File: src/rtl/uart_pkg.sv
// rtl/uart_pkg.sv - shared UART frame constants and state encoding (also used by uart_rx)
package uart_pkg;
   localparam int SYS_FRE    = 24_000_000;
   localparam int BPS        = 115200;
   localparam int BIT_CLKS   = SYS_FRE / BPS;
   localparam int FRAME_BITS = 11;
   localparam int DATA_BITS  = 8;
   // Parity accumulator seed: 0 makes the parity bit the XOR of the data (even parity)
   localparam logic PAR_INIT = 1'b0;

   typedef enum logic [2:0] {
      ST_IDLE   = 3'd0,
      ST_START  = 3'd1,
      ST_DATA   = 3'd2,
      ST_PARITY = 3'd3,
      ST_STOP   = 3'd4
   } tx_state_t;
endpackage

File: src/rtl/uart_baud_tick.sv
// rtl/uart_baud_tick.sv - per-bit tick generator, held at zero while not running
module uart_baud_tick
   import uart_pkg::*;
#(
   parameter int BIT_CLKS_P = BIT_CLKS
) (
   input  logic clk24m,
   input  logic rst,
   input  logic run,
   output logic bit_tick
);
   localparam int CW = $clog2(BIT_CLKS_P);

   logic [CW-1:0] cnt;

   assign bit_tick = run && (cnt == CW'(BIT_CLKS_P - 1));

   always_ff @(posedge clk24m or posedge rst) begin
      if (rst)
         cnt <= '0;
      else if (!run || bit_tick)
         cnt <= '0;
      else
         cnt <= cnt + 1'b1;
   end
endmodule

File: src/rtl/uart_tx.sv
// rtl/uart_tx.sv - UART transmitter: holding register, 8E1/8E2 framing, overrun flag
module uart_tx
   import uart_pkg::*;
#(
   parameter int STOP_BITS = 1
) (
   input  logic       clk24m,
   input  logic       rst,
   input  logic       wrn,
   input  logic [7:0] din,
   output logic       tx_dat,
   output logic       thr_empty,
   output logic       tx_busy,
   output logic       tx_done,
   output logic       ovr_err
);
   tx_state_t  state, state_nxt;
   logic       wrn_d;
   logic       wr_evt, accept, load;
   logic [7:0] thr;
   logic       thr_valid;
   logic [7:0] tsr, tsr_nxt;
   logic       par, par_nxt;
   logic [2:0] bit_cnt, bit_cnt_nxt;
   logic       tx_dat_nxt;
   logic       bit_tick;

   uart_baud_tick #(
      .BIT_CLKS_P(BIT_CLKS)
   ) u_baud (
      .clk24m  (clk24m),
      .rst     (rst),
      .run     (state != ST_IDLE),
      .bit_tick(bit_tick)
   );

   assign wr_evt    = !wrn && wrn_d;
   // A load empties thr on this edge, so a coincident write still fits
   assign accept    = wr_evt && (!thr_valid || load);
   assign ovr_err   = wr_evt && !accept;
   assign thr_empty = !thr_valid;
   assign tx_busy   = (state != ST_IDLE);

   always_comb begin
      state_nxt   = state;
      tsr_nxt     = tsr;
      par_nxt     = par;
      bit_cnt_nxt = bit_cnt;
      load        = 1'b0;
      tx_done     = 1'b0;
      case (state)
         ST_IDLE: begin
            if (thr_valid)
               load = 1'b1;
         end
         ST_START: begin
            if (bit_tick)
               state_nxt = ST_DATA;
         end
         ST_DATA: begin
            if (bit_tick) begin
               tsr_nxt = {1'b0, tsr[7:1]};
               par_nxt = par ^ tsr[0];
               if (bit_cnt == 3'(DATA_BITS - 1))
                  state_nxt = ST_PARITY;
               else
                  bit_cnt_nxt = bit_cnt + 3'd1;
            end
         end
         ST_PARITY: begin
            if (bit_tick)
               state_nxt = ST_STOP;
         end
         ST_STOP: begin
            if (bit_tick) begin
               if (bit_cnt == 3'(STOP_BITS - 1)) begin
                  tx_done = 1'b1;
                  if (thr_valid)
                     load = 1'b1;
                  else
                     state_nxt = ST_IDLE;
               end else begin
                  bit_cnt_nxt = bit_cnt + 3'd1;
               end
            end
         end
         default: state_nxt = ST_IDLE;
      endcase

      if (load) begin
         state_nxt = ST_START;
         tsr_nxt   = thr;
         par_nxt   = PAR_INIT;
      end
      if (state_nxt != state)
         bit_cnt_nxt = '0;

      // Line level is decided from the next state so tx_dat can be a plain flop
      case (state_nxt)
         ST_START:  tx_dat_nxt = 1'b0;
         ST_DATA:   tx_dat_nxt = tsr_nxt[0];
         ST_PARITY: tx_dat_nxt = par_nxt;
         default:   tx_dat_nxt = 1'b1;
      endcase
   end

   always_ff @(posedge clk24m or posedge rst) begin
      if (rst) begin
         state     <= ST_IDLE;
         wrn_d     <= 1'b1;
         thr       <= '0;
         thr_valid <= 1'b0;
         tsr       <= '0;
         par       <= 1'b0;
         bit_cnt   <= '0;
         tx_dat    <= 1'b1;
      end else begin
         state   <= state_nxt;
         wrn_d   <= wrn;
         tsr     <= tsr_nxt;
         par     <= par_nxt;
         bit_cnt <= bit_cnt_nxt;
         tx_dat  <= tx_dat_nxt;
         if (accept) begin
            thr       <= din;
            thr_valid <= 1'b1;
         end else if (load) begin
            thr_valid <= 1'b0;
         end
      end
   end
endmodule

File: config.mk
export PLATFORM = sky130hd
export DESIGN_NAME = uart_tx
export DESIGN_NICKNAME = d
export VERILOG_FILES = /design/src/rtl/uart_pkg.sv /design/src/rtl/uart_baud_tick.sv /design/src/rtl/uart_tx.sv
export SDC_FILE = /design/constraint.sdc
export NUM_CORES = 1
export LEC_CHECK = 0
export ABC_CLOCK_PERIOD_IN_PS = 4400
export BUFFER_PORTS_ARGS = -buffer_cell sky130_fd_sc_hd__buf_2
export CORE_UTILIZATION = 30
export CTS_CLUSTER_SIZE = 24
export DETAILED_ROUTE_END_ITERATION = 7
export PLACE_DENSITY = 0.54
export SLEW_MARGIN = 15
export SYNTH_ARGS = -nofsm -noshare
export SYNTH_HDL_FRONTEND = slang
export SYNTH_SLANG_ARGS = --single-unit
File: constraint.sdc
create_clock -name clk24m -period 4.4 [get_ports clk24m]
set_clock_uncertainty 0.05 [all_clocks]
set_input_delay 0.22 -clock clk24m [delete_from_list [all_inputs] [get_ports clk24m]]
set_output_delay 0.22 -clock clk24m [all_outputs]
set_load 0.03 [all_outputs]
==> results.cfg <==
[routing]
drc_errors = 0
final_antenna_net_count = 0
routed_wl_mm = 3.30
topRoutingLayerUsed = met4
wl_met1_mm = 1.73
met3_length_um = 110
drt-initial-drc-count = 29
via_count = 1251
firstDrtPassIters = 4
wl_met2_mm = 1.41
post_drt_wl_per_cell_um = 13.3
via_per_inst = 5.04

[hold_path]
hold-path-endpoint = thr[4]$_DFFE_PP0P_
whs_path_depth = 2
hp-start = din[4]
min_path_type = input port to register

[yosys]
synthesis.area_mm2 = 0.00173
syn_nets = 171
synthCells = 156
synth_top_family_by_area = simple AND/OR/NAND/NOR gates
synth_compound_area_frac = 0.157
avgSynthCellArea_um2 = 11.1
synth-seq-cells = 34
post-synth-top-area-fraction = 0.462
synth_edf_count = 0
netlist-cell-type-count = 46
synthTopCellsByArea = dfrtp_1, mux2_2, a221o_1, dfstp_2, ha_1
synth_ff_type = dfrtp_1
ys.warnings.count = 0
muxShareOfSynthArea = 0.0649
yosysSeqAreaShare = 0.492
synth_simple_gate_area_share = 0.199
synth_top_area_cell = dfrtp_1
async_flop_share = 1.00
synth_fa_ha_area_frac = 0.0289
synth_xor_area_frac = 0.0253

[grt]
grt-ovfl-total = 0
grt_use_total = 0.125
grt_pass1_wl_mm = 6.01
first_global_vias = 1298
grt_start_max_net_pins = 35
antenna_found_initial = 0

[sta]
slew_violations = 0
whs_ns = 0.113
hold_violations = 0
worstMarginPinSlew_ns = 0.723
max_freq_mhz = 420
slew_headroom = 0.516
min_period_over_period = 0.541
period_needed_ns = 2.38
final-setup-viol-count = 0
rsz0062_at_grt = false
setup_tns_ns = 0

[floorplan]
dieArea_mm2 = 0.00609
row_count = 27
die_w_um = 78.0
start_util = 0.313
core_area_mm2 = 0.00554
die_y_um = 78.0
io_pins = 16

[clock_tree]
cts_tree = done
htree_levels = 2
insertion_delay_ns = 0.29
postCtsSetupBuffers = 0
clock-sinks = 34
numCtsBuffers = 5
clk_pin_slew_ns = 0.07
clock_path_buffers = 2
cts_root_buf = clkbuf_8

[power]
p_sw_frac = 0.209
powerDensity_mw_per_mm2 = 315
vdd_drop_max_mv = 0.168
p_clk_frac = 0.428
p_leak_nw = 0.880
internal_power_w = 0.000500
combPwrFrac = 0.043
switchingPower_w = 0.000132
seqPwrFrac = 0.529

[setup_path]
cp.arrival_ns = 2.50
reg2reg_slack_ns = 2.02
critPathLaunchType = register
r2r_cells = 6
critPathRequiredTime_ns = 4.52
crit_type = register to register
r2r_start = bit_cnt[0]$_DFFE_PP0P_
reg2reg_to = tsr[0]$_DFF_PP0_
endpoint_kind = register
cp_max_fo = 11

[place]
place_area_mm2 = 0.00188
hpwl_mm = 2.28
io_buffer_count = 15
globalplace.congestion = 0.809

[cells_and_area]
area_delta_synth_final_pct = 15.7
multi_input_area_um2 = 823
nets = 190
antenna_cells = 0
finish.instance_area_mm2 = 0.00201
n_fill_cell = 585
layout.area.seq_um2 = 853
drive_above_1_share = 0.261
final_core_util = 0.362

[job]
drv_cap = 0

[status]
status = finished clean
[synth_stat cells, types with 2 or more instances]
master / instances
nand3_1: 7
ha_1: 4
nor3_1: 2
o21ai_0: 6
xnor2_1: 3
dfrtp_1: 32
mux2_2: 10
and3b_1: 2
xor2_1: 2
nand2_1: 5
nand4bb_1: 2
nor2b_1: 4
or3_1: 2
nand2b_1: 3
a21oi_1: 6
buf_2: 4
a221o_1: 7
dfstp_2: 2
o31ai_1: 2
nor2_1: 11
nor3_2: 2
inv_1: 7
nand4_1: 3
and2_1: 6
[worst max-delay path, cell delays in order (launching register included)]
cell	delay, ns
dfrtp_1	0.40
inv_1	0.08
ha_1	0.16
nor2b_1	0.38
a41oi_2	0.20
nor2_1	0.59
mux2_2	0.40
[flip-flops by register name, indices dropped and copies added (netlist names)]
name        cells
state           3
thr             8
thr_valid       1
tsr             8
par             1
bit_cnt         3
tx_dat          1
u_baud.cnt      8
wrn_d           1
[stage by stage]
step / worst slack (ns) / std cells / total power [W]
4_1_cts: 2.05 / 248 / 0.000638
2_1_floorplan: 2.48 / 156 / 0.000355
3_3_place_gp: 2.11 / 238 / 0.000365
6_report: 2.02 / 248 / 0.000631
5_1_grt: 1.85 / 248 / 0.000658
3_5_place_dp: 2.03 / 238 / 0.000366
[routing by layer]
| layer | up-vias | track usage |
|---|---|---|
| met5 | - | 0 |
| met4 | 0 | 0.0500 |
| met3 | 6 | 0.0279 |
| met2 | 25 | 0.192 |
| met1 | 608 | 0.172 |
| li1 | 612 | - |
[power by group through the flow]
stage,Combinational [W],Sequential [W],Clock (W)
floorplan,0.0000181,0.000337,0
global placement,0.0000257,0.000340,0
detailed placement,0.0000264,0.000340,0
CTS,0.0000277,0.000334,0.000277
global route,0.0000306,0.000336,0.000291
finish,0.0000269,0.000334,0.000270
[repair_timing]
item	4_1_cts	5_1_grt
gates resized for setup	0	0
hold buffers	2	0
hold endpoints to repair	33	0
[cell usage in the layout (no fill, tap or decap), types with 3 or more instances in the layout]
master	instances
a21oi_1	6
a221o_1	7
and2_1	6
buf_2	15
clkbuf_8	8
dfrtp_1	32
ha_1	4
inv_1	7
mux2_2	10
nand2_1	5
nand2b_1	3
nand3_1	7
nand4_1	3
nor2_1	11
nor2b_1	4
o21ai_0	6
xnor2_1	3
[final cells by class]
class / instances / area share
Sequential cell: 34 / 0.425
Multi-Input combinational cell: 109 / 0.410
Clock buffer: 8 / 0.0549
Timing Repair Buffer: 18 / 0.0512
Tap cell: 72 / 0.0449
Inverter: 7 / 0.0131
[worst max path at each step]
stage / from / to / slack [ns] / cells past startpoint
2_1_floorplan: bit_cnt[0]$_DFFE_PP0P_ / thr[0]$_DFFE_PP0P_ / 2.48 / 6
3_3_place_gp: bit_cnt[0]$_DFFE_PP0P_ / tsr[0]$_DFF_PP0_ / 2.11 / 6
3_5_place_dp: bit_cnt[0]$_DFFE_PP0P_ / tsr[7]$_DFFE_PP0P_ / 2.03 / 6
4_1_cts: bit_cnt[0]$_DFFE_PP0P_ / tsr[7]$_DFFE_PP0P_ / 2.05 / 6
5_1_grt: bit_cnt[0]$_DFFE_PP0P_ / tsr[0]$_DFF_PP0_ / 1.85 / 6
6_report: bit_cnt[0]$_DFFE_PP0P_ / tsr[0]$_DFF_PP0_ / 2.02 / 6
[cells by family after synthesis]
kind of cell               after synthesis
and+or+nand+nor                         56
DFF                                     34
AOI/OAI and AO/OA                       34
adders and majority gates                4
buffers and inverters                   13
xor gates and xnor gates                 5
muxes                                   10
(Power assumes the default switching activity.)
